==> config.mk <==
export PLATFORM = sky130hd
export DESIGN_NAME = wide_add_seq
export DESIGN_NICKNAME = d
export VERILOG_FILES = /design/src/rtl/wide_add_pkg.sv /design/src/rtl/wide_add_seq_p_adder.sv /design/src/rtl/wide_add_seq.sv
export SDC_FILE = /design/constraint.sdc
export NUM_CORES = 1
export LEC_CHECK = 0
export BUFFER_PORTS_ARGS = -buffer_cell sky130_fd_sc_hd__buf_2
export CAP_MARGIN = 20
export CORE_ASPECT_RATIO = 1.2
export CORE_MARGIN = 2
export CORE_UTILIZATION = 45
export DETAILED_ROUTE_END_ITERATION = 10
export GPL_TIMING_DRIVEN = 0
export PLACE_DENSITY = 0.72
export SLEW_MARGIN = 10
export SYNTH_ARGS = -nofsm -noshare
export SYNTH_HDL_FRONTEND = slang
export SYNTH_SLANG_ARGS = --single-unit
==> constraint.sdc <==
create_clock -name clk -period 5.2 [get_ports clk]
set_input_delay 0.78 -clock clk [delete_from_list [all_inputs] [get_ports clk]]
set_output_delay 0.78 -clock clk [all_outputs]
set_load 0.005 [all_outputs]
==> src/rtl/wide_add_pkg.sv <==
// Shared types and defaults for the word-serial wide adder.
// Imported by the sequencer and the word adder.
package wide_add_pkg;

    localparam int W_DEF     = 32;
    localparam int WORDS_DEF = 4;

    typedef enum logic [1:0] {
        IDLE = 2'd0,
        RUN  = 2'd1,
        DONE = 2'd2
    } state_e;

endpackage

==> src/rtl/wide_add_seq_p_adder.sv <==
// W-bit combinational parallel-prefix (Kogge-Stone) adder.
// Carry-in is folded in after the group generate/propagate tree.
module p_adder #(
    parameter int W = 32
) (
    input  logic [W-1:0] a,
    input  logic [W-1:0] b,
    input  logic         cin,
    output logic [W-1:0] s,
    output logic         cout
);

    localparam int LVL = (W > 1) ? $clog2(W) : 0;

    logic [W-1:0] p0;
    logic [W-1:0] gk;
    logic [W-1:0] pk;
    logic [W-1:0] gn;
    logic [W-1:0] pn;
    logic [W-1:0] c;

    always_comb begin
        p0 = a ^ b;
        gk = a & b;
        pk = p0;
        gn = '0;
        pn = '0;
        c  = '0;
        for (int l = 0; l < LVL; l++) begin
            gn = gk;
            pn = pk;
            for (int i = 0; i < W; i++) begin
                if (i >= (1 << l)) begin
                    gn[i] = gk[i] | (pk[i] & gk[i-(1<<l)]);
                    pn[i] = pk[i] & pk[i-(1<<l)];
                end
            end
            gk = gn;
            pk = pn;
        end
        // gk/pk[i] now span bits [i:0]
        c[0] = cin;
        for (int i = 1; i < W; i++) begin
            c[i] = gk[i-1] | (pk[i-1] & cin);
        end
    end

    assign s    = p0 ^ c;
    assign cout = gk[W-1] | (pk[W-1] & cin);

endmodule

==> src/rtl/wide_add_seq.sv <==
// Word-serial wide adder: one W-bit word per clock, LSW first,
// carry chained through a register across words.
module wide_add_seq
    import wide_add_pkg::*;
#(
    parameter int W     = W_DEF,
    parameter int WORDS = WORDS_DEF
) (
    input  logic               clk,
    input  logic               rst,
    input  logic               in_valid,
    output logic               in_ready,
    input  logic [W*WORDS-1:0] in_a,
    input  logic [W*WORDS-1:0] in_b,
    input  logic               in_cin,
    output logic               out_valid,
    input  logic               out_ready,
    output logic [W*WORDS-1:0] out_sum,
    output logic               out_cout,
    output logic               busy
);

    localparam int CW = (WORDS > 1) ? $clog2(WORDS) : 1;
    localparam logic [CW-1:0] LAST = CW'(WORDS - 1);

    state_e state_q, state_d;
    logic [CW-1:0] cnt_q, cnt_d;
    logic [WORDS-1:0][W-1:0] opa_q, opa_d;
    logic [WORDS-1:0][W-1:0] opb_q, opb_d;
    logic [WORDS-1:0][W-1:0] sum_q, sum_d;
    logic carry_q, carry_d;
    logic cout_q, cout_d;

    logic [W-1:0] add_a;
    logic [W-1:0] add_b;
    logic [W-1:0] add_s;
    logic         add_co;

    assign add_a = opa_q[cnt_q];
    assign add_b = opb_q[cnt_q];

    p_adder #(
        .W(W)
    ) u_adder (
        .a    (add_a),
        .b    (add_b),
        .cin  (carry_q),
        .s    (add_s),
        .cout (add_co)
    );

    always_comb begin
        state_d   = state_q;
        cnt_d     = cnt_q;
        opa_d     = opa_q;
        opb_d     = opb_q;
        sum_d     = sum_q;
        carry_d   = carry_q;
        cout_d    = cout_q;
        in_ready  = 1'b0;
        out_valid = 1'b0;
        busy      = 1'b0;
        unique case (state_q)
            IDLE: begin
                in_ready = 1'b1;
                if (in_valid) begin
                    opa_d   = in_a;
                    opb_d   = in_b;
                    carry_d = in_cin;
                    cnt_d   = '0;
                    state_d = RUN;
                end
            end
            RUN: begin
                busy         = 1'b1;
                sum_d[cnt_q] = add_s;
                carry_d      = add_co;
                if (cnt_q == LAST) begin
                    cout_d  = add_co;
                    state_d = DONE;
                end else begin
                    cnt_d = cnt_q + CW'(1);
                end
            end
            DONE: begin
                busy      = 1'b1;
                out_valid = 1'b1;
                if (out_ready) begin
                    state_d = IDLE;
                end
            end
            default: begin
                state_d = IDLE;
            end
        endcase
    end

    always_ff @(posedge clk) begin
        if (rst) begin
            state_q <= IDLE;
            cnt_q   <= '0;
            opa_q   <= '0;
            opb_q   <= '0;
            sum_q   <= '0;
            carry_q <= 1'b0;
            cout_q  <= 1'b0;
        end else begin
            state_q <= state_d;
            cnt_q   <= cnt_d;
            opa_q   <= opa_d;
            opb_q   <= opb_d;
            sum_q   <= sum_d;
            carry_q <= carry_d;
            cout_q  <= cout_d;
        end
    end

    assign out_sum  = sum_q;
    assign out_cout = cout_q;

endmodule

### After elaboration in Yosys (flattened, before gate mapping)

Cells that the tools add are included.
W data, S select, Z words.

| operators by class | value |
|---|---|
| eq/ne operators | 7 |
| reduce and logical (&&, ||, !) cells | 9 |
| add/subtract/negate cells | 1 |
| bitwise operators | 454 |
| magnitude comparators | 2 |
| mux-type cells | 19 |

Operators by type and width:

| kind | count |
|---|---|
| $and A1 B1 Y1 | 290 |
| $or A1 B1 Y1 | 161 |
| $bmux W32 S2 | 2 |
| $bwmux W128 | 1 |
| $mux W32 | 3 |
| $demux W32 S2 | 1 |
| $xor A32 B32 Y32 | 2 |
| $and A32 B32 Y32 | 1 |
| $mux W2 | 5 |
| $ne A2 B2 Y1 const B | 4 |
| $pmux W2 S3 | 1 |
| $reduce_and A2 Y1 | 3 |
| $reduce_and A3 Y1 | 2 |
| $eq A2 B2 Y1 const B | 2 |
| $mux W1 | 4 |
| $pmux W2 S2 | 1 |
| $lt A2 B3 Y1 const B | 1 |
| $add A2 B1 Y2 const B | 1 |
| $eq A2 B1 Y1 const B | 1 |
| $ge A2 B1 Y1 const B | 1 |
| $logic_not A2 Y1 | 1 |
| $pmux W1 S2 | 1 |
| $reduce_bool A2 Y1 | 1 |
| $reduce_or A2 Y1 | 1 |
| $logic_and A1 B1 Y1 | 1 |

| word-level totals | value |
|---|---|
| register bits | 390 |
| input bits | 261 |
| output and inout port bits | 132 |

### Logic depth before layout (Yosys ltp)

| depth | value |
|---|---|
| depth in word-level cells | 15 |
| depth in mapped cells | 13 |

### By module

From an unflattened synthesis, not the netlist that was laid out.

| unflattened totals | value |
|---|---|
| cell total of the unflattened synthesis | 2076 |
| area, all modules | 17095.1 sq um |

By module, submodules not included:

| module | area each (sq um) | instances | cells an instance |
|---|---|---|---|
| wide_add_seq | 15243.4 | 1 | 1803 |
| p_adder | 1851.8 | 1 | 273 |

### Least setup slack after synthesis

No wires, ideal clock.

| path | value |
|---|---|
| path kind | reg2reg |
| start | register cnt_q[0] |
| end | register sum_q, in the netlist out_sum[114] |
| path buffers | 3 |
| cell stages (with the launch flop) | 13 |
| arrival | 3.868 ns |
| library setup time | 0.120 ns |
| required time | 5.080 ns |
| slack | 1.212 ns |
| cell sequence | dfxtp_1 > clkbuf_1 > buf_2 > buf_1 > mux4_2 > ha_1 > a21o_1 > and4_1 > o211a_1 > a221o_1 > a31oi_2 > nor4_1 > a211o_1 |

| on the way | value |
|---|---|
| word-level cells in the longest chain between the ends | 15 |
| elaborated cells on any way between the ends | 66 |

Ends and longest elaborated chain:

| item | line | source |
|---|---|---|
| from (decl) | wide_add_seq.sv:27 | `logic [CW-1:0] cnt_q, cnt_d;` |
| from (signal assigned) | wide_add_seq.sv:109 | `cnt_q <= cnt_d;` |
| $bmux W32 S2 (on tied branches) | wide_add_seq.sv:39, wide_add_seq.sv:40 |  |
| $mux W32 (on tied branches) | wide_add_seq.sv:39, wide_add_seq.sv:40 |  |
| $xor A32 B32 Y32 or $and A32 B32 Y32 (tied branches) | wide_add_seq_p_adder.sv:23, wide_add_seq_p_adder.sv:24 |  |
| $and A1 B1 Y1 | wide_add_seq_p_adder.sv:34 | `gn[i] = gk[i] \| (pk[i] & gk[i-(1<<l)]);` |
| $or A1 B1 Y1 | wide_add_seq_p_adder.sv:34 |  |
| $and A1 B1 Y1 | wide_add_seq_p_adder.sv:34 |  |
| $or A1 B1 Y1 | wide_add_seq_p_adder.sv:34 |  |
| $and A1 B1 Y1 | wide_add_seq_p_adder.sv:34 |  |
| $or A1 B1 Y1 | wide_add_seq_p_adder.sv:34 |  |
| $and A1 B1 Y1 | wide_add_seq_p_adder.sv:34 |  |
| $or A1 B1 Y1 (2 in a row) | wide_add_seq_p_adder.sv:34 |  |
| $or A1 B1 Y1 | wide_add_seq_p_adder.sv:44 | `c[i] = gk[i-1] \| (pk[i-1] & cin);` |
| $xor A32 B32 Y32 | wide_add_seq_p_adder.sv:48 | `assign s = p0 ^ c;` |
| $bwmux W128 * | wide_add_seq.sv:76 | `sum_d[cnt_q] = add_s;` |
| to (signal assigned) | wide_add_seq.sv:112 | `sum_q <= sum_d;` |
| to (decl) | wide_add_seq.sv:30 | `logic [WORDS-1:0][W-1:0] sum_q, sum_d;` |

Mark *: on every way between the ends. The rest lies on a longest branch, timed or not. The select of a mux whose other input is x is not followed.
A chain may end at the register's enable or synchronous reset.

### Worst setup path after layout

| path | value |
|---|---|
| start | register cnt_q[1] |
| end | register sum_q, in the netlist out_sum[23] |

The elaborated chain is that of the path after synthesis.

==> flow_summary.json <==
{
  "max_stage_delay_ns": 0.64,
  "mostFrequentLayoutCell": "nand2_1",
  "wirelength_mm": 65.2,
  "r2r_slack_ns": 0.16,
  "start_util_pct": 45.8,
  "yosys-top-cells-area": "dfxtp_1, nand2_1, a21oi_1, mux4_2, clkbuf_1",
  "path_cells": "clkbuf_1 > buf_1 > clkbuf_1 > mux4_2 > ha_1 > a21o_1 > and4_1 > o211a_1 > o2111a_1 > o21ai_0 > nand3_1 > a21oi_1",
  "power_frac_comb_pct": 17.8,
  "synth_edf_count": 0,
  "seq_area_frac_synth_pct": 44.9,
  "seqPwrFrac_pct": 43.1,
  "p_int_uw": 5400,
  "p_switching_uw": 2250,
  "io_buffers": 391,
  "ys.flop_type": "dfxtp_1",
  "cts_buffer_depth": 3,
  "die_h_um": 219,
  "p_clk_share_pct": 39.1,
  "grt_overflow": 0,
  "synth.distinct_cells": 63,
  "fin_hold_ws_ns": 0.451,
  "numCtsBuffers": 39,
  "fmax_ghz": 0.198,
  "rr_worst_depth": 12,
  "most-common-layout-cells": "nand2_1, buf_2, dfxtp_1, a21oi_1, clkbuf_1",
  "layout-drive-gt1-share_pct": 20.9,
  "grt_pass1_wl_mm": 96.6,
  "cts_tree": "yes",
  "drtIter0Drc": 1315,
  "htreeDepth": 2,
  "synth_cells": 2115,
  "root_buffer": "clkbuf_16",
  "area_growth_pct": 22.7,
  "viasPerCell": 5.69,
  "cts.sinks": 390,
  "rows": 78,
  "fin_ws_ns": 0.162,
  "worstPathArrival_ns": 5.49,
  "cp_common_cell": "clkbuf_1",
  "power_density_mw_per_mm2": 359,
  "post-synth-top-area-cell": "dfxtp_1",
  "hold_viol": 0,
  "max_slew_margin_pct": 18.3,
  "path_class": "flop to flop",
  "min_period_over_period_pct": 96.9,
  "pin_count": 393,
  "fin_skew_ns": 0.0248,
  "place_ws_ns": -0.118,
  "slowest_stage": "clkbuf_1",
  "p_sw_share_pct": 29.4,
  "r2r-start": "cnt_q[1]",
  "report.final.slew_viol_count": 0,
  "ys_warn_count": 0,
  "core_mm2": 0.0380,
  "finalSetupViolCount": 0,
  "die_w_um": 183,
  "cts_setup_buffers": 0,
  "status": "complete, no violations",
  "hold_start": "out_sum[93]",
  "finalWeightedCongestion": 0.930,
  "grt_start_max_net_pins": 15,
  "finalCriticalPeriod_ns": 5.04,
  "postRouteAntennaNets": 0,
  "cp.required_ns": 5.65,
  "final_util_pct": 56.2,
  "wl_per_cell_um": 21.3,
  "crit_path_start_kind": "flop",
  "antenna_found_initial": 3,
  "synth_seq_cells": 390,
  "grt_pass1_vias": 16900,
  "syn-num-nets": 2416,
  "clock_latency_ns": 0.55,
  "vdd_drop_max_mv": 0.247,
  "r2r-end": "out_sum[23]",
  "worst_slew_pin_slew_ns": 1.23,
  "end_kind": "flop",
  "grtUsageTotal_pct": 31.7,
  "synthArstFlopShare_pct": 0,
  "drc": 0,
  "avgSynthCellArea_um2": 8.22,
  "netlist_area_mm2": 0.0174,
  "critPathMaxFanout": 10,
  "p_leak_uw": 0.00881,
  "clk_pin_slew_worst_paths_ns": 0.06,
  "maxCapViolCount": 0,
  "die-area_mm2": 0.0403,
  "place_hpwl_mm": 51.4,
  "nNetsFinal": 2848,
  "yosys.area.top_type_share_pct": 44.9,
  "vias": 17400,
  "crit_end": "out_sum[23]",
  "rsz0062_at_grt": "no",
  "firstDrtPassIters": 7,
  "hp-class": "flop to flop",
  "crit_path_start": "cnt_q[1]",
  "power_uw": 7650
}
## what timing repair did
action,CTS,global route
gates resized for setup,5,7
hold buffers,0,0
endpoints found under the setup margin,12,43
## per-stage QoR
| step | std cells | setup TNS [ns] | cell area [um^2] |
|---|---|---|---|
| 2_1_floorplan | 2115 | 0 | 17400 |
| 3_3_place_gp | 2986 | -0.552 | 20000 |
| 3_5_place_dp | 2986 | -0.796 | 20000 |
| 4_1_cts | 3058 | 0 | 21300 |
| 5_1_grt | 3058 | 0 | 21300 |
| 6_report | 3059 | 0 | 21300 |
## cell type report
type                       count  area [um^2]
multi-input combinational   1550         8940
tap                          480          601
sequential                   390         7810
inverter                      13         48.8
buffer                       162          624
clock inverter                19          249
timing repair buffer         391         1960
antenna                        1         2.50
clock buffer                  53         1110
fill                        3533        16600
## how the worst min path moves through the flow
stage                         endpoint  slack (ns)  depth (start not counted)
after detailed placement   out_sum[93]        0.44                          2
after CTS                     opb_q[6]        0.45                          3
after global placement    out_sum[125]        0.43                          2
after global routing          opb_q[6]        0.47                          3
after floorplan              opa_q[64]        0.43                          2
final                      out_sum[93]        0.45                          2
## cells in the mapped netlist, types with 3 or more instances
| master | number |
|---|---|
| a2111oi_0 | 6 |
| a211o_1 | 6 |
| a211oi_1 | 13 |
| a21o_1 | 25 |
| a21oi_1 | 366 |
| a221o_1 | 6 |
| a22o_1 | 5 |
| a31oi_1 | 6 |
| and2_1 | 10 |
| and3_1 | 3 |
| and4_1 | 3 |
| buf_1 | 11 |
| buf_2 | 3 |
| clkbuf_1 | 148 |
| dfxtp_1 | 390 |
| ha_1 | 39 |
| inv_1 | 12 |
| mux2i_1 | 4 |
| mux4_2 | 64 |
| nand2_1 | 647 |
| nand2b_1 | 12 |
| nand3_1 | 54 |
| nand3b_1 | 20 |
| nand4_1 | 10 |
| nor2_1 | 71 |
| nor3_1 | 26 |
| nor3b_1 | 12 |
| nor4_1 | 4 |
| o211ai_1 | 15 |
| o21a_1 | 3 |
| o21ai_0 | 41 |
| o21ai_1 | 7 |
| o21bai_1 | 5 |
| or3_1 | 16 |
| or4_1 | 9 |
| xnor2_1 | 6 |
| xor2_1 | 6 |
## sequential cells by signal, summed over array words and instances, names as in the netlist
name and flops:
cnt_q 2, state_q 2, opa_q 128, out_cout 1
opb_q 128, out_sum 128, carry_q 1
## critical path, delay by kind of cell (launching register included)
kind                       cells  cell delay [ns]
AOI/OAI and AO/OA              5             1.53
adders and majority gates      1             0.33
buffers and inverters          3             1.69
muxes                          1             0.49
and+or+nand+nor                2             0.56
DFF                            1             0.36
## power groups by stage
stage / registers [uW] / logic (uW) / clock network, uW
final: 3300 / 1360 / 2990
after floorplan: 3310 / 820 / 0
after global placement: 3350 / 1310 / 0
after detailed placement: 3360 / 1340 / 0
after CTS: 3290 / 1350 / 3000
after global routing: 3310 / 1470 / 3120
## kinds of logic after synthesis
kind of cell / Yosys count / share of synthesized area [%]
AND/OR/NAND/NOR: 902 / 21.9
AO/OA/AOI/OAI: 527 / 17.3
flip-flops: 390 / 44.9
buffers and inverters: 175 / 3.80
multiplexers: 68 / 8.52
adder cells (fa/ha/maj): 40 / 2.92
XOR/XNOR: 13 / 0.698
## metal layers
metal | part of all wire (%) | global-route usage (%) | wire (um)
met5 | 0.021 | 0 | 14
met4 | 4.9 | 15.0 | 3190
met3 | 7.1 | 3.93 | 4610
met2 | 49 | 55.7 | 32000
met1 | 39 | 38.4 | 25400
Power figures use the tool's default switching activity.
